**src/rtl/tx_os_generator.sv**
```systemverilog
// tx_os_generator: Gen1/Gen2 (8b/10b) transmit ordered-set generator.
//
// On an accepted start it emits osCount ordered sets (TS1, TS2 or EIOS) on all
// active lanes, four symbols per lane per clock, with per-lane link/lane/N_FTS/
// rate/training-control fields inserted. A word is only produced on edges
// where txReady is high; the bus holds otherwise.
//
// Ports:
//   clk, reset             clock, synchronous active-high reset
//   start                  one-cycle burst request (ignored while busy)
//   osType                 0=TS1, 1=TS2, 2=EIOS, 3=reserved (rejected)
//   osCount                ordered sets per burst (0 rejected)
//   linkNumber, linkPad    link field value / send PAD instead
//   laneNumberPad          send PAD in the lane field instead of lane index
//   numberOfDetectedLanes  active lane count (0 -> 1, >16 -> 16)
//   nFTS, rateid, trainingControl  TS field values
//   txReady                PIPE TX accepts a word this cycle
//   TxData, TxDataK        16 lanes x 32 bits / 4 K flags, symbol 0 in low byte
//   TxDataValid            per-lane word valid
//   busy, done             burst in progress / pulse with the final word
module tx_os_generator #(
    parameter int unsigned MAXLANES = 16,
    parameter int unsigned Width    = 32
) (
    input  logic                            clk,
    input  logic                            reset,
    input  logic                            start,
    input  logic [1:0]                      osType,
    input  logic [7:0]                      osCount,
    input  logic [7:0]                      linkNumber,
    input  logic                            linkPad,
    input  logic                            laneNumberPad,
    input  logic [4:0]                      numberOfDetectedLanes,
    input  logic [7:0]                      nFTS,
    input  logic [7:0]                      rateid,
    input  logic [7:0]                      trainingControl,
    input  logic                            txReady,
    output logic [MAXLANES*Width-1:0]       TxData,
    output logic [MAXLANES*(Width/8)-1:0]   TxDataK,
    output logic [MAXLANES-1:0]             TxDataValid,
    output logic                            busy,
    output logic                            done
);

    localparam int unsigned SymPerLane = Width / 8;

    localparam logic [1:0] OsTs1  = 2'd0;
    localparam logic [1:0] OsTs2  = 2'd1;
    localparam logic [1:0] OsEios = 2'd2;
    localparam logic [1:0] OsRsvd = 2'd3;

    localparam logic [7:0] SymCom = 8'hBC;  // K28.5
    localparam logic [7:0] SymPad = 8'hF7;  // K23.7
    localparam logic [7:0] SymIdl = 8'h7C;  // K28.3
    localparam logic [7:0] IdTs1  = 8'h4A;
    localparam logic [7:0] IdTs2  = 8'h45;

    typedef enum logic [0:0] {StIdle, StSend} state_e;

    state_e state_q, state_d;

    // Fields latched at burst acceptance.
    logic [1:0] os_type_q, os_type_d;
    logic [7:0] link_q, link_d;
    logic       link_pad_q, link_pad_d;
    logic       lane_pad_q, lane_pad_d;
    logic [4:0] lane_cnt_q, lane_cnt_d;
    logic [7:0] nfts_q, nfts_d;
    logic [7:0] rateid_q, rateid_d;
    logic [7:0] tc_q, tc_d;

    logic [1:0] idx_q, idx_d;
    logic [7:0] rem_q, rem_d;

    logic [MAXLANES*Width-1:0]      tx_data_q, tx_data_d;
    logic [MAXLANES*SymPerLane-1:0] tx_k_q, tx_k_d;
    logic [MAXLANES-1:0]            tx_valid_q, tx_valid_d;
    logic                           done_q, done_d;

    logic                  accept;
    logic [1:0]            last_idx;
    logic                  is_last;
    logic [4:0]            lanes_clamped;
    logic [Width-1:0]      tmpl_data;
    logic [SymPerLane-1:0] tmpl_k;
    logic                  lane_field_idx;
    logic [Width-1:0]      lane_word;
    logic [7:0]            ts_id;

    assign accept   = (state_q == StIdle) && start && (osCount != 8'd0) && (osType != OsRsvd);
    assign last_idx = (os_type_q == OsEios) ? 2'd0 : 2'd3;
    assign is_last  = (idx_q == last_idx) && (rem_q == 8'd1);
    assign ts_id    = (os_type_q == OsTs2) ? IdTs2 : IdTs1;

    always_comb begin
        if (numberOfDetectedLanes == 5'd0) begin
            lanes_clamped = 5'd1;
        end else if (numberOfDetectedLanes > 5'(MAXLANES)) begin
            lanes_clamped = 5'(MAXLANES);
        end else begin
            lanes_clamped = numberOfDetectedLanes;
        end
    end

    // Word template shared by all lanes; only the lane field differs per lane.
    always_comb begin
        tmpl_data      = '0;
        tmpl_k         = '0;
        lane_field_idx = 1'b0;
        if (os_type_q == OsEios) begin
            tmpl_data = {SymIdl, SymIdl, SymIdl, SymCom};
            tmpl_k    = 4'hF;
        end else begin
            unique case (idx_q)
                2'd0: begin
                    tmpl_data      = {nfts_q, (lane_pad_q ? SymPad : 8'h00),
                                      (link_pad_q ? SymPad : link_q), SymCom};
                    tmpl_k         = {1'b0, lane_pad_q, link_pad_q, 1'b1};
                    lane_field_idx = !lane_pad_q;
                end
                2'd1: tmpl_data = {ts_id, ts_id, tc_q, rateid_q};
                default: tmpl_data = {ts_id, ts_id, ts_id, ts_id};
            endcase
        end
    end

    // State register.
    always_ff @(posedge clk) begin
        if (reset) begin
            state_q    <= StIdle;
            os_type_q  <= OsTs1;
            link_q     <= '0;
            link_pad_q <= 1'b0;
            lane_pad_q <= 1'b0;
            lane_cnt_q <= '0;
            nfts_q     <= '0;
            rateid_q   <= '0;
            tc_q       <= '0;
            idx_q      <= '0;
            rem_q      <= '0;
            tx_data_q  <= '0;
            tx_k_q     <= '0;
            tx_valid_q <= '0;
            done_q     <= 1'b0;
        end else begin
            state_q    <= state_d;
            os_type_q  <= os_type_d;
            link_q     <= link_d;
            link_pad_q <= link_pad_d;
            lane_pad_q <= lane_pad_d;
            lane_cnt_q <= lane_cnt_d;
            nfts_q     <= nfts_d;
            rateid_q   <= rateid_d;
            tc_q       <= tc_d;
            idx_q      <= idx_d;
            rem_q      <= rem_d;
            tx_data_q  <= tx_data_d;
            tx_k_q     <= tx_k_d;
            tx_valid_q <= tx_valid_d;
            done_q     <= done_d;
        end
    end

    // Next-state logic.
    always_comb begin
        state_d = state_q;
        unique case (state_q)
            StIdle: if (accept) state_d = StSend;
            StSend: if (txReady && is_last) state_d = StIdle;
        endcase
    end

    // Output and datapath next-state logic.
    always_comb begin
        os_type_d  = os_type_q;
        link_d     = link_q;
        link_pad_d = link_pad_q;
        lane_pad_d = lane_pad_q;
        lane_cnt_d = lane_cnt_q;
        nfts_d     = nfts_q;
        rateid_d   = rateid_q;
        tc_d       = tc_q;
        idx_d      = idx_q;
        rem_d      = rem_q;
        tx_data_d  = tx_data_q;  // data and K hold when no word is sent
        tx_k_d     = tx_k_q;
        tx_valid_d = '0;
        done_d     = 1'b0;
        lane_word  = '0;

        if (accept) begin
            os_type_d  = osType;
            link_d     = linkNumber;
            link_pad_d = linkPad;
            lane_pad_d = laneNumberPad;
            lane_cnt_d = lanes_clamped;
            nfts_d     = nFTS;
            rateid_d   = rateid;
            tc_d       = trainingControl;
            idx_d      = 2'd0;
            rem_d      = osCount;
        end

        if ((state_q == StSend) && txReady) begin
            for (int i = 0; i < int'(MAXLANES); i++) begin
                lane_word = tmpl_data;
                if (lane_field_idx) lane_word[23:16] = 8'(i);
                if (i < int'(lane_cnt_q)) begin
                    tx_data_d[i*Width +: Width]           = lane_word;
                    tx_k_d[i*SymPerLane +: SymPerLane]    = tmpl_k;
                    tx_valid_d[i]                         = 1'b1;
                end else begin
                    tx_data_d[i*Width +: Width]           = '0;
                    tx_k_d[i*SymPerLane +: SymPerLane]    = '0;
                end
            end
            if (idx_q == last_idx) begin
                idx_d = 2'd0;
                rem_d = rem_q - 8'd1;
            end else begin
                idx_d = idx_q + 2'd1;
            end
            done_d = is_last;
        end
    end

    assign TxData      = tx_data_q;
    assign TxDataK     = tx_k_q;
    assign TxDataValid = tx_valid_q;
    assign busy        = (state_q == StSend);
    assign done        = done_q;

endmodule

```
**config.mk**
```make
export PLATFORM = sky130hd
export DESIGN_NAME = tx_os_generator
export DESIGN_NICKNAME = d
export VERILOG_FILES = /design/src/rtl/tx_os_generator.sv
export SDC_FILE = /design/constraint.sdc
export NUM_CORES = 1
export LEC_CHECK = 0
export CORE_ASPECT_RATIO = 0.9
export CORE_UTILIZATION = 26
export DETAILED_ROUTE_END_ITERATION = 8
export PLACE_DENSITY = 0.53
export SLEW_MARGIN = 20
export SYNTH_ARGS = -nofsm -noshare
export SYNTH_HDL_FRONTEND = slang
export SYNTH_SLANG_ARGS = --single-unit
```
**constraint.sdc**
```tcl
create_clock -name clk -period 2.6 [get_ports clk]
set_input_delay 0.52 -clock clk [delete_from_list [all_inputs] [get_ports clk]]
set_output_delay 0.52 -clock clk [all_outputs]
set_load 0.05 [all_outputs]
```
* Word level (Yosys, flattened, before mapping)
Index checks and enable logic that the tools add are counted.
** Word-level totals
- Input port bits :: 53
- Output and inout port bits :: 594
- Flip-flop bits (word level) :: 645
** Operators by class
- Reductions and logical operators :: 12
- Order comparisons :: 17
- Muxes and demuxes :: 85
- $add $sub $neg :: 2
- Bitwise operators :: 2
- Eq/ne operators :: 6
** Operator list (count)
- $mux 32 :: 17
- $mux 8 :: 21
- $mux 4 :: 18
- $pmux 32 s2 :: 1
- $lt 4x5->1 const A :: 8
- $lt 3x5->1 const A :: 4
- $mux 1 :: 20
- $lt 1x5->1 const A :: 2
- $lt 2x5->1 const A :: 2
- $mux 5 :: 2
- $eq 8x1->1 const B :: 1
- $mux 2 :: 4
- $reduce_bool 8->1 :: 1
- $sub 8x1->8 const B :: 1
- $logic_and 1x1->1 :: 6
- $gt 5x5->1 const B :: 1
- $logic_not 5->1 :: 1
- $eq 2x1->1 const B :: 2
- $mux 3 :: 1
- $add 2x1->2 const B :: 1
- $eq 2x2->1 :: 1
- $eq 2x2->1 const B :: 1
- $logic_not 2->1 :: 1
- $ne 2x2->1 const B :: 1
- other kinds (5) :: 6

* Longest topological paths before layout
Gate-level depths: netlist (run 1).
- Depth after elaboration :: 7
- Depth in mapped cells :: 10

* Worst setup path before layout (run 1)
No wires, ideal clock.
- Path type :: flip-flop to flip-flop
- Start :: reg idx_q[0]
- End :: reg tx_data_q[329], in the netlist TxData[329]
- Data required time :: 2.483 ns
- Library setup time :: 0.117 ns
- Stages on the path, launching flop included :: 9
- Path buffers :: 2
- Clock period less this slack :: 2.133 ns
- Data arrival time :: 2.016 ns
- Slack :: 0.467 ns
- Cells stage by stage :: dfxtp_1 inv_1 ha_1 buf_2 or4b_2 o211ai_1 nor2_1 buf_2 a22o_1
** Between the ends
- Word-level cells in the longest chain between the ends :: 4
- Elaborated cells between the ends (all ways) :: 5
- Those cells by class :: eq/ne (1); mux (3); reduce/logical (1)
** RTL lines
- start: declaration :: line 72 : logic [1:0] idx_q, idx_d;
- start signal: assignment :: line 155 : idx_q <= idx_d;
- $eq 2x1->1 or $logic_not 2->1 (tied branches) :: line 114 : unique case (idx_q)
- $pmux 32 s2 * :: line 114
- $mux 32 * :: line 110 : if (os_type_q == OsEios) begin
- $mux 32 * :: line 208 : if (i < int'(lane_cnt_q)) begin
- end signal: assignment :: line 157 : tx_data_q <= tx_data_d;
- end: declaration :: line 75 : logic [MAXLANES*Width-1:0] tx_data_q, tx_data_d;
Mark *: on every way between the ends. The rest lies on a longest branch, timed or not.
A chain may end at the register's enable or synchronous reset.

* Worst setup path in the final report (run 1)
- Start :: reg idx_q[0]
- End :: reg tx_data_q[179], in the netlist TxData[179]
** Between the ends
- Word-level cells in the longest chain between the ends :: 5
- Elaborated cells between the ends (all ways) :: 8
- Those cells by class :: eq/ne (1); mux (6); reduce/logical (1)
** RTL lines
- $eq 2x1->1 or $logic_not 2->1 (tied branches) :: line 114
- $pmux 32 s2 or $mux 1 (tied branches) :: line 114
- $mux 32 or $mux 1 (tied branches) :: line 110
- $mux 8 * :: line 207 : if (lane_field_idx) lane_word[23:16] = 8'(i);
- $mux 32 * :: line 208
Marked as above.

==> results_dict.tcl, run 1 <==
set metrics [dict create \
    p_switching_w 0.006130 \
    grt_max_degree 117 \
    ys_ff_latch 629 \
    cts_tree "yes" \
    die_h_um 275.7 \
    syn-cell-area_mm2 0.02164 \
    port_buffers 646 \
    layout-drive-gt1-share_pct 11.02 \
    n_fill_cell 8004 \
    p_sw_share_pct 26.88 \
    gp_congestion 0.8204 \
    ioPinCount 647 \
    top_layer_used "met5" \
    placed_cell_area_mm2 0.03007 \
    synth_fp_nets 2285 \
    p_int_w 0.01667 \
    first_iter_violations 1540 \
    power_frac_comb_pct 10.4 \
    multi_input_area_mm2 0.008098 \
    antenna_found_initial 7 \
    finClkSkew_ns 0.01749 \
    crit_start "idx_q[0]" \
    drv_slew 0 \
    regArea_mm2 0.01259 \
    worstRegToRegCells 8 \
    finalWorstSetupSlack_ns 0.1333 \
    required_ns 3.13 \
    synth_flop_cell "dfxtp_1" \
    fin_setup_tns_ns 0 \
    hold_viol_final 0 \
    powerDensity_mw_per_mm2 700.6 \
    p_clk_share_pct 46.3 \
    postCtsSetupBuffers 0 \
    wl_met1_mm 43.28 \
    final_nets 2925 \
    wl_per_cell_um 25.59 \
    ys_types 64 \
    yosysTopAreaCell "dfxtp_1" \
    setup_violations 0 \
    leakagePower_nw 11.70 \
    die-area_mm2 0.08437 \
    synth_enable_flop_cells 0 \
    maxCapViolCount 0 \
    tightest_slew_ns 0.9856 \
    dr_wl_met3_mm 8.216 \
    dr.pass1.iters 5 \
    syn_area_per_cell_um2 9.715 \
    rrSetupSlack_ns 0.13 \
    hold_path_end "TxData[205]" \
    syn_to_final_growth_pct 50.43 \
    cp.arrival_ns 2.99 \
    synth_top_area_share_pct 58.20 \
    fmax_mhz 405.4 \
    synth-async-reset-ratio_pct 0 \
    status "completed" \
    crit_type "register to register" \
    rsz0062_at_grt "no" \
    period_share_pct 94.87 \
    worstSetupEndpointType "register" \
    synth.most_common_cell "dfxtp_1" \
    drc 0 \
    vias 20270 \
    reg2reg_from "idx_q[0]" \
    synthTopCellsByArea "dfxtp_1 (58%), a22o_1 (7.9%), a22oi_1 (5.7%)" \
    holdWs_ns 0.2815 \
    r2r-end "TxData[179]" \
    synth_common_cells "dfxtp_1 (629), nand2_1 (216), nor2_1 (216)" \
    clk_pin_slew_ns 0.06 \
    ys.warnings.count 0 \
    ctsRootBufferMaster "clkbuf_16" \
    min_path_cells 2 \
    track_usage_pct 22.93 \
    final_area_mm2 0.03255 \
    clk-insertion-delay-late_ns 0.61 \
    hp-class "input port to register" \
    clockBufferDepth 3 \
    rows 99 \
    hp-start "reset" \
    hpwl_mm 72.64 \
    core_area_mm2 0.08175 \
    wl_mm 101.8 \
    overflow 0 \
    ant_nets 0 \
    pwr-share-seq_pct 43.2 \
    avgViaCountPerCell 5.094 \
    fin_crit_ns 2.467 \
    grt_pass1_vias 19520 \
    clock_sinks 629 \
    peakVddDrop_mv 0.4183 \
    ys_seq_area_share_pct 58.20 \
    grt_pass1_wl_mm 141.9 \
    crit_path_start_kind "register" \
    start_util_pct 26.46 \
    cp_max_fo 8 \
    netlist_instances 2227 \
    dp_slack_ns -0.1588 \
    cts_inserted_buffers 71 \
    wl_met2_mm 47.17 \
    worst_slew_margin_rel_pct 34.14 \
    die_x_um 306.1 \
    cts-htree-levels 3 \
]
-- state kept, by name, indices dropped and copies added, names as in the netlist --
signal,cells
os_type_q,2
TxData,496
link_q,8
TxDataK,64
link_pad_q,1
lane_pad_q,1
TxDataValid,16
rem_q,8
idx_q,2
lane_cnt_q,5
nfts_q,8
tc_q,8
busy,1
done,1
rateid_q,8
-- cell type report --
| type | count | area share, % |
|---|---|---|
| antenna | 5 | 0.03844 |
| clock buffer | 90 | 5.990 |
| clock inverter | 30 | 1.553 |
| inverter | 27 | 0.3114 |
| multi-input combinational | 1345 | 24.88 |
| sequential | 629 | 38.69 |
| tap | 1060 | 4.075 |
| timing repair buffer | 793 | 24.46 |
-- per-stage QoR --
step                      instances  total power, W  utilization (%)
after floorplan                2227         0.01118                -
after global placement         3854         0.01242            36.78
after detailed placement       3854         0.01244            36.78
after CTS                      3974         0.02303            39.79
after global routing           3975         0.02354            39.80
final                          3979         0.02280            39.81
-- placed cells by master (no fill, tap or decap), types with 7 or more instances in the layout --
master and instances:
nand2b_1 7, buf_12 32, dfxtp_1 629, clkbuf_16 72, clkinv_2 9, nor2_1 211
buf_4 120, nand3_2 13, o21ai_0 177, nand3_1 78, a32oi_1 27, a22o_1 194
nand2_1 215, inv_1 20, a22oi_1 165, clkbuf_8 8, clkdlybuf4s50_1 639, a21oi_1 111
o211ai_1 9, clkbuf_1 10, nor3_1 13, a32o_1 17, clkinv_1 7, bufinv_16 9
-- worst max path at each step --
stage                        endpoint  slack (ns)
after global routing      TxData[179]       0.004
after floorplan           TxData[329]        0.47
after detailed placement  TxData[152]       -0.16
after global placement    TxData[153]       -0.12
after CTS                 TxData[361]        0.09
final                     TxData[179]        0.13
-- per-layer routing --
layer	GRT usage [%]	vias to the layer above
li1	-	9256
met1	28.88	10010
met2	37.53	835
met3	6.672	164
met4	7.671	8
met5	0	-
-- worst max-delay path: stages, from the launching register on --
cell     delay (ns)
dfxtp_1        0.41
inv_1          0.11
ha_1           0.26
nor2b_1        0.20
buf_4          0.20
buf_4          0.16
o21ai_0        0.30
nand2_1        0.42
o21ai_0        0.31
-- power by group through the flow --
stage	clock [W]	combinational [W]	sequential [W]
floorplan	0	0.000870	0.0103
finish	0.0106	0.00238	0.00986
global placement	0	0.00235	0.0101
CTS	0.0108	0.00238	0.00986
detailed placement	0	0.00237	0.0101
global route	0.0112	0.00248	0.00987
-- what timing repair did --
item / CTS / global route
endpoints found under the setup margin: 1 / 1
hold buffers: 0 / 0
resized for setup: 1 / 1
-- cells by family after synthesis --
| family | after synthesis | share of synthesized area [%] |
|---|---|---|
| muxes | 1 | 0.04627 |
| DFF | 629 | 58.20 |
| adders and majority gates | 6 | 0.3354 |
| and+or+nand+nor | 591 | 12.08 |
| AOI/OAI and AO/OA | 746 | 24.05 |
| buffers and inverters | 253 | 5.251 |
| xor gates and xnor gates | 1 | 0.04049 |
Note: power is estimated with default switching activity, not from simulation.
==> run 2, diff against run 1 <==
CORE_AREA = 2 2 252 254   (was unset)
CORE_ASPECT_RATIO = unset   (was 0.9)
CORE_UTILIZATION = unset   (was 26)
DIE_AREA = 0 0 254 256   (was unset)
PLACE_DENSITY = 0.66   (was 0.53)
TNS_END_PERCENT = 50   (was unset)
==> run 2 against run 1 <==
First-iteration DRC count is 25% higher. Count of clock-buffer cells in the layout up 8. Sequential share of layout area grew 0.87 points. Combinational power is 4% lower. Critical path type is now register to output port. Largest cell class unchanged.
==> results_dict.tcl, run 2 (synthesis results as in run 1) <==
set metrics [dict create \
    p_sw_share_pct 26.41 \
    ant_nets 0 \
    crit_type "register to output port" \
    grt_max_degree 208 \
    ioPinCount 647 \
    crit_path_start_kind "register" \
    dp_slack_ns -0.1006 \
    rows 92 \
    postCtsSetupBuffers 0 \
    fin_cells 3740 \
    clk_pin_slew_ns 0.06 \
    grt_pass1_vias 19340 \
    first_iter_violations 1922 \
    antenna_found_initial 1 \
    required_ns 2.08 \
    cts_inserted_buffers 68 \
    tightest_slew_ns 1.100 \
    fmax_mhz 396.2 \
    track_usage_pct 27.93 \
    maxCapViolCount 0 \
    dr.pass1.iters 6 \
    pwr-share-seq_pct 44.6 \
    period_share_pct 97.08 \
    gp_congestion 0.8390 \
    worstSetupEndpointType "output port" \
    largest_reg_flops 496 \
    hold_buffers 0 \
    status "completed" \
    clockBufferDepth 3 \
    powerDensity_mw_per_mm2 694.8 \
    port_buffers 646 \
    critPathSlowestCell "clkdlybuf4s50_1" \
    critPathMaxStageDelay_ns 0.88 \
    critPathBufInv 1 \
    worstPathCellList "clkdlybuf4s50_1" \
    wl_per_cell_um 25.24 \
    die-area_mm2 0.06502 \
    p_int_w 0.01628 \
    n_fill_cell 5633 \
    setup_violations 0 \
    leakagePower_nw 11.49 \
    layout_common_cells "clkdlybuf4s50_1 (643), dfxtp_1 (629), nand2_1 (214)" \
    vias 20330 \
    p_clk_share_pct 45.1 \
    ctsRootBufferMaster "clkbuf_16" \
    hold_viol_final 0 \
    die_x_um 254 \
    regArea_mm2 0.01259 \
    layout-drive-gt1-share_pct 10.03 \
    syn_to_final_growth_pct 47.14 \
    power_frac_comb_pct 10.3 \
    overflow 0 \
    cts_tree "yes" \
    hpwl_mm 67.29 \
    grt_pass1_wl_mm 134.9 \
    cts-htree-levels 3 \
    dp.cells 3617 \
    drc 0 \
    mostFrequentLayoutCell "clkdlybuf4s50_1" \
    multi_input_area_mm2 0.008082 \
    fin_crit_ns 2.524 \
    finalWorstSetupSlack_ns 0.07588 \
    worst_slew_margin_rel_pct 26.67 \
    hp-class "input port to register" \
    wl_mm 94.40 \
    final_nets 2899 \
    cp.arrival_ns 2.00 \
    p_switching_w 0.005841 \
    drv_slew 0 \
    clk-insertion-delay-late_ns 0.62 \
    core_area_mm2 0.06239 \
    start_util_pct 34.68 \
    clock_sinks 629 \
    die_h_um 256 \
    cp_top_family "buffers and inverters" \
    avgViaCountPerCell 5.436 \
    cp_max_fo 7 \
    rsz0062_at_grt "no" \
    peakVddDrop_mv 0.5092 \
    finClkSkew_ns 0.02347 \
]
==> run 2: changes by cell type in the layout (fill, tap and decap cells not counted), sizes merged, moves of 3 or more <==
cell | before | now
clkdlybuf4s50 | 639 | 643
clkinv | 23 | 20
clkbuf | 90 | 98
bufinv | 9 | 5
buf | 153 | 127
diode | 5 | 2
==> run 2: final timing paths <==
check | cells past startpoint | slack [ns] | end | start
worst max-delay path | 1 | 0.08 | busy | busy
worst min-delay path | 2 | 0.17 | TxData[205] | reset
worst max register to register | 6 | 0.20 | TxData[196] | idx_q[0]
worst min register to register | 2 | 0.45 | TxData[257] | TxData[257]
==> run 2: area by class of cell <==
class,instances,area share [%]
Multi-Input combinational cell,1345,25.39
Sequential cell,629,39.56
Antenna cell,2,0.01572
Inverter,27,0.3184
Clock inverter,23,1.026
Timing Repair Buffer,770,24.10
Clock buffer,98,6.273
Tap cell,846,3.325
==> run 2: per-layer routing <==
layer / track usage (%) / vias up / share of wire, %
met1: 34.45 / 9948 / 40
met2: 46.33 / 1005 / 48
met5: 0 / - / 0
met4: 12.08 / 0 / 4.1
li1: - / 9196 / -
met3: 6.570 / 182 / 8.2
==> run 2: power by group through the flow <==
stage               clock network [W]  registers [W]  logic (W)
detailed placement                  0         0.0101    0.00225
floorplan                           0         0.0103   0.000870
CTS                            0.0101        0.00985    0.00226
finish                        0.00998        0.00986    0.00228
global placement                    0         0.0101    0.00223
global route                   0.0105        0.00986    0.00236
==> run 2: stage by stage <==
stage / utilization (%) / area, µm² / total power, W / TNS (ns) / hold slack [ns]
3_3_place_gp: 47.26 / 29490 / 0.01229 / -0.4992 / 0.4344
5_1_grt: 51.02 / 31830 / 0.02275 / 0 / 0.1621
4_1_cts: 51.01 / 31830 / 0.02224 / 0 / 0.1358
3_5_place_dp: 47.29 / 29500 / 0.01231 / -0.4026 / 0.4409
2_1_floorplan: - / 21640 / 0.01118 / 0 / 0.4440
6_report: 51.02 / 31830 / 0.02212 / 0 / 0.1733
==> run 2: what timing repair did <==
action	4_1_cts	5_1_grt
endpoints found under the hold margin	0	0
gates resized for setup	0	1
endpoints found under the setup margin	0	7
==> RTL edit 1 (flow settings as in run 1) <==
`MAXLANES`: 16 -> 15.
--- a/src/rtl/tx_os_generator.sv
+++ b/src/rtl/tx_os_generator.sv
@@ -20,5 +20,5 @@
 //   busy, done             burst in progress / pulse with the final word
 module tx_os_generator #(
-    parameter int unsigned MAXLANES = 16,
+    parameter int unsigned MAXLANES = 15,
     parameter int unsigned Width    = 32
 ) (
Interface: changed (resized TxData, TxDataK and TxDataValid); port bits go from 647 to 610. No check against the original RTL was run, so the function may have changed too.
==> RTL edit 1 against run 1 <==
Sequential power is 5.4% lower; count of clock-buffer cells in the layout is 7 higher; register-to-register slack better by 0.11 ns; die area is 4.1% lower; cell area is 5.0% lower; worst setup slack worse by 0.055 ns; total power is 4.8% lower; maximum frequency is 2.2% lower; area after synthesis is 4.1% lower; wire length is 3.3% lower; sequential cell count is 36 lower; critical endpoint is now TxData[245].
==> RTL edit 1: results (changes against run 1) <==
area share of the largest cell type after synthesis 57.2% (-0.97 points); setup repair bufs after CTS 0 (unchanged); drt pass-1 iters 5 (unchanged); leakage 10.9 nW (-6.6%); Worst VDD drop 497 uV (+19%); pin count of the biggest net entering global routing 112 (-4.3%); Max-slew headroom 33.3% (-0.85 points); Num CTS Buffers 70 (-1.4%); WL/cell 25.2 um (-1.6%); final net count 2877 (-1.6%); Resized Gates After CTS 0 (-1); Worst Setup SP TxData[245]; number of flip-flops in the largest register 465 (-6.3%); hold crit path type primary input to flip-flop; status complete, no violations; initial antenna violation count 10 (+3); first-pass GRT wire length 139000 um (-2.3%); largest cells by area after synthesis dfxtp_1 57%, a22oi_1 10%, nor2_1 6.3%, a22o_1 4.9%, a21oi_1 4.6%; Clock Latency Late Sink 0.61 ns (about the same); number of global-route vias before repair 18600 (-4.5%); CTS H-tree depth 3 (unchanged); Via Count 19700 (-2.8%); Tot GR Track Use 23.4% (+0.51 points); worst r2r src idx_q[0]; Critical Path Slowest Stage Cell clkdlybuf4s50_1; Syn Nets 2310 (+1.1%); DP HPWL 69800 um (-3.9%); port buffer count 609 (-5.7%); synth cell count leaders 593 x dfxtp_1, 346 x nor2_1, 278 x a22oi_1, 239 x nand2_1, 190 x a21oi_1; sequential fraction of the synthesis area 57.2% (-0.97 points); Post-synth ARST share 0% (unchanged); Yosys warnings 0 (unchanged); critical path arrival 2.00 ns (-0.99 ns); Crit path largest cell delay 0.87 ns (+0.45 ns); Reg clk slew, reported paths 0.06 ns (about the same); Worst Clk Skew 0.0241 ns (+0.00665 ns); HP Start reset; crit-path max FO 4 (-4); 1st-iter DRT viols 1584 (+2.9%); synth unique cells 56 (-13%); top cell family by delay on the critical path buffers and inverters; CTS root buf clkbuf_16; clk buf depth 3 (unchanged); gpl congestion 0.819 (-0.17%); fraction of layout cells with a size suffix above 1 9.86% (-1.2 points)
[RTL edit 1: cell count changes after synthesis, sizes merged, moves of 17 or more]
cell | run 1 | this run
a21oi | 116 | 194
a22o | 194 | 116
a22oi | 165 | 278
a32o | 17 | 0
a32oi | 27 | 0
buf | 87 | 106
dfxtp | 629 | 593
nand2 | 216 | 239
nor2 | 217 | 350
o21ai | 182 | 13
[RTL edit 1: cell families after synthesis]
group	Yosys count	synth area share, %
AND/OR/NAND/NOR	771	15.6
AO/OA/AOI/OAI	634	21.3
flip-flops	593	57.2
buffers and inverters	245	5.28
adder cells (fa/ha/maj)	7	0.398
XOR/XNOR	2	0.0845
multiplexers	1	0.0543
[RTL edit 1: path summary, 6_finish.rpt]
check                endpoint  depth (start not counted)  slack, ns
setup / recovery  TxData[245]                          1       0.08
hold / removal    TxData[337]                          2       0.28
setup reg to reg   TxData[32]                          7       0.24
hold reg to reg   TxData[205]                          2       0.45
[RTL edit 1: where the power goes]
part	internal (mW)	leakage (nW)	total (mW)	switching (mW)
Clock	5.91	1.12	9.97	4.06
Combinational	0.653	5.02	2.41	1.75
Sequential	9.22	4.79	9.33	0.107
[RTL edit 1: cell type report]
class,instances,area [um^2]
diodes,3,7.51
clock buffers,97,1960
clock inverters,24,349
fillers,7761,47500
inverters,7,26.3
multi-input cells,1415,7910
flip-flops and latches,593,11900
well taps,1039,1300
repair buffers,733,7490
[RTL edit 1: through the flow]
step                      std cells  worst slack, ns  instance area, um^2  power (mW)
after floorplan                2253            0.659                20700        10.7
after global placement         3787           0.0840                28600        11.9
after detailed placement       3787           0.0613                28600        12.0
after CTS                      3908           0.0350                30900        22.0
after global routing           3909          0.00879                30900        22.5
final                          3911           0.0782                30900        21.7
[RTL edit 1: metal layers]
| metal | GRT usage (%) | vias up | wire [um] |
|---|---|---|---|
| met1 | 29.9 | 9669 | 41700 |
| met2 | 38.3 | 851 | 45900 |
| met4 | 6.03 | 10 | 2260 |
| met3 | 7.06 | 137 | 8480 |
| li1 | - | 9026 | - |
| met5 | 0 | - | 68 |
==> RTL edit 2 (config.mk and constraints of run 1) <==
Made on the original files. Remove the register `tx_valid_q`: a continuous assignment takes its place, so the output `TxDataValid` follows one clock earlier.
--- a/src/rtl/tx_os_generator.sv
+++ b/src/rtl/tx_os_generator.sv
@@ -141,5 +141,4 @@
             tx_data_q  <= '0;
             tx_k_q     <= '0;
-            tx_valid_q <= '0;
             done_q     <= 1'b0;
         end else begin
@@ -157,8 +156,9 @@
             tx_data_q  <= tx_data_d;
             tx_k_q     <= tx_k_d;
-            tx_valid_q <= tx_valid_d;
             done_q     <= done_d;
         end
     end
+
+    assign tx_valid_q = tx_valid_d;
 
     // Next-state logic.
Formal check against the unedited RTL: not equivalent (a bounded check fails within 4 cycles, from zero or initial values and one cycle with reset high).
==> RTL edit 2 against run 1 <==
Total power shrank 6.3%; cell area shrank 1.3%; area after synthesis shrank 0.40%; sequential cell count shrank 16; worst setup slack lost 0.088 ns; count of clock-buffer cells in the layout grew 18; global-route usage shrank 0.20 points; wire length shrank 1.7%; via count grew 0.82%; largest cell class unchanged; largest power group is now registers.
==> RTL edit 2: results (changes against run 1) <==
Tot GR Track Use 22.7% (-0.20 points); number of flip-flops in the largest register 496 (unchanged); DRC errors left 0 (unchanged); Crit path largest cell delay 0.43 ns; reg2reg setup slack between 0.1 and 0.15 ns; Syn Nets 2389 (+4.6%); drt pass-1 iters 7 (+2); crit path to TxDataValid[11]; 1st-iter DRT viols 1676 (+8.8%); Post-synth ARST share 0% (unchanged); first-pass GRT wire length 141000 um (-0.37%); Resized Gates After CTS 11 (+10); Worst VDD drop 437 uV (+4.6%); final net count 2977 (+1.8%); Num CTS Buffers 69 (-2.8%); initial antenna violation count 5 (-2); synth unique cells 60 (-6.3%); setup repair bufs after CTS 0 (unchanged); Critical Path Slowest Stage Cell a21oi_2; logic gate share of total power 10.6% (+0.2 points); Psw 5.76 mW (-6.1%); dpl ws -0.0448 ns (+0.114 ns); port buffer count 646 (unchanged); sequential share of power 44.9% (+1.7 points); synth cell count leaders 613 x dfxtp_1, 548 x nor2_1, 522 x a22oi_1, 151 x nand2_1, 128 x clkbuf_1; number of global-route vias before repair 20000 (+2.4%); DP HPWL 70000 um (-3.6%); Vias/cell 5.07 (-0.40%); top cell family by delay on the critical path buffers and inverters; leakage 11.2 nW (-4.6%); pin count of the biggest net entering global routing 93 (-21%); slew at the pin with the worst max-slew slack 0.971 ns (-0.0144 ns); Worst Clk Skew 0.0308 ns (+0.0133 ns); Crit Reg-Reg Endpoint TxData[204]; fraction of layout cells with a size suffix above 1 9.98% (-1.0 points); worst setup margin 0.0453 ns (-0.0880 ns); largest cells by area after synthesis dfxtp_1 57%, a22oi_1 18%, nor2_1 9.5%, nand2_1 2.6%, buf_2 2.6%; sequential fraction of the synthesis area 56.9% (-1.3 points); Area after DPL 0.0299 mm^2 (-0.60%); Yosys warnings 0 (unchanged); FF-to-FF path depth 8 (unchanged); clk buf depth 3 (unchanged); CTS root buf clkbuf_16; gpl congestion 0.828 (+0.98%); CTS H-tree depth 3 (unchanged); Worst Setup SP lane_cnt_q[2]; WL/cell 24.8 um (-2.9%); Clock Latency Late Sink 0.61 ns (about the same); crit-path max FO 8 (unchanged); FILL cells 8018 (+0.17%); status complete, no violations; Sw Share 26.9% (+0.068 points)
==> RTL edit 2: layout make-up <==
type	instances	area share [%]
antenna	1	0.00779
clock buffer	108	6.30
clock inverter	10	0.471
inverter	11	0.129
multi-input combinational	1445	25.7
sequential	613	38.2
tap	1060	4.13
timing repair buffer	780	25.0
==> RTL edit 2: worst register-to-register path: stages, from the launching register on <==
cell and delay (ns):
dfxtp_1 0.39, inv_1 0.08, ha_1 0.22, buf_4 0.21, nand2_1 0.09, nand2_1 0.19
a221o_2 0.71, a22oi_1 0.37, nor2_1 0.08
==> RTL edit 2: logic make-up (layout without fill, tap and decap cells) <==
logic type | after synthesis | count (layout) | synth area share, %
simple gates | 762 | 762 | 14.1
compound gates | 676 | 676 | 22.7
flops | 613 | 613 | 56.9
buf+inv | 274 | 909 | 5.79
fa+ha+maj | 7 | 7 | 0.383
other cells | 0 | 1 | 0
==> RTL edit 2: worst min path at each step <==
stage                      startpoint          end  slack [ns]  cells past startpoint
after floorplan             nfts_q[7]    nfts_q[7]        0.43                      2
after global placement    TxData[381]  TxData[381]        0.44                      2
after detailed placement  TxData[381]  TxData[381]        0.45                      2
after CTS                       reset  TxData[368]        0.32                      2
after global routing            reset  TxData[368]        0.33                      2
final                           reset   TxData[76]        0.34                      2
==> RTL edit 2: metrics by stage <==
stage          setup TNS (ns)  utilization (%)  cells
5_1_grt                     0             39.4   4028
4_1_cts                     0             39.4   4025
3_3_place_gp          -0.0543             36.6   3906
2_1_floorplan               0                -   2332
6_report                    0             39.4   4028
3_5_place_dp          -0.0670             36.7   3907
==> RTL edit 2: layer usage <==
metal / track usage [%] / up-vias / part of all wire [%]
li1: - / 9327 / -
met1: 27.1 / 10200 / 40
met2: 39.6 / 804 / 50
met3: 5.69 / 144 / 7.0
met4: 7.75 / 0 / 2.8
met5: 0 / - / 0
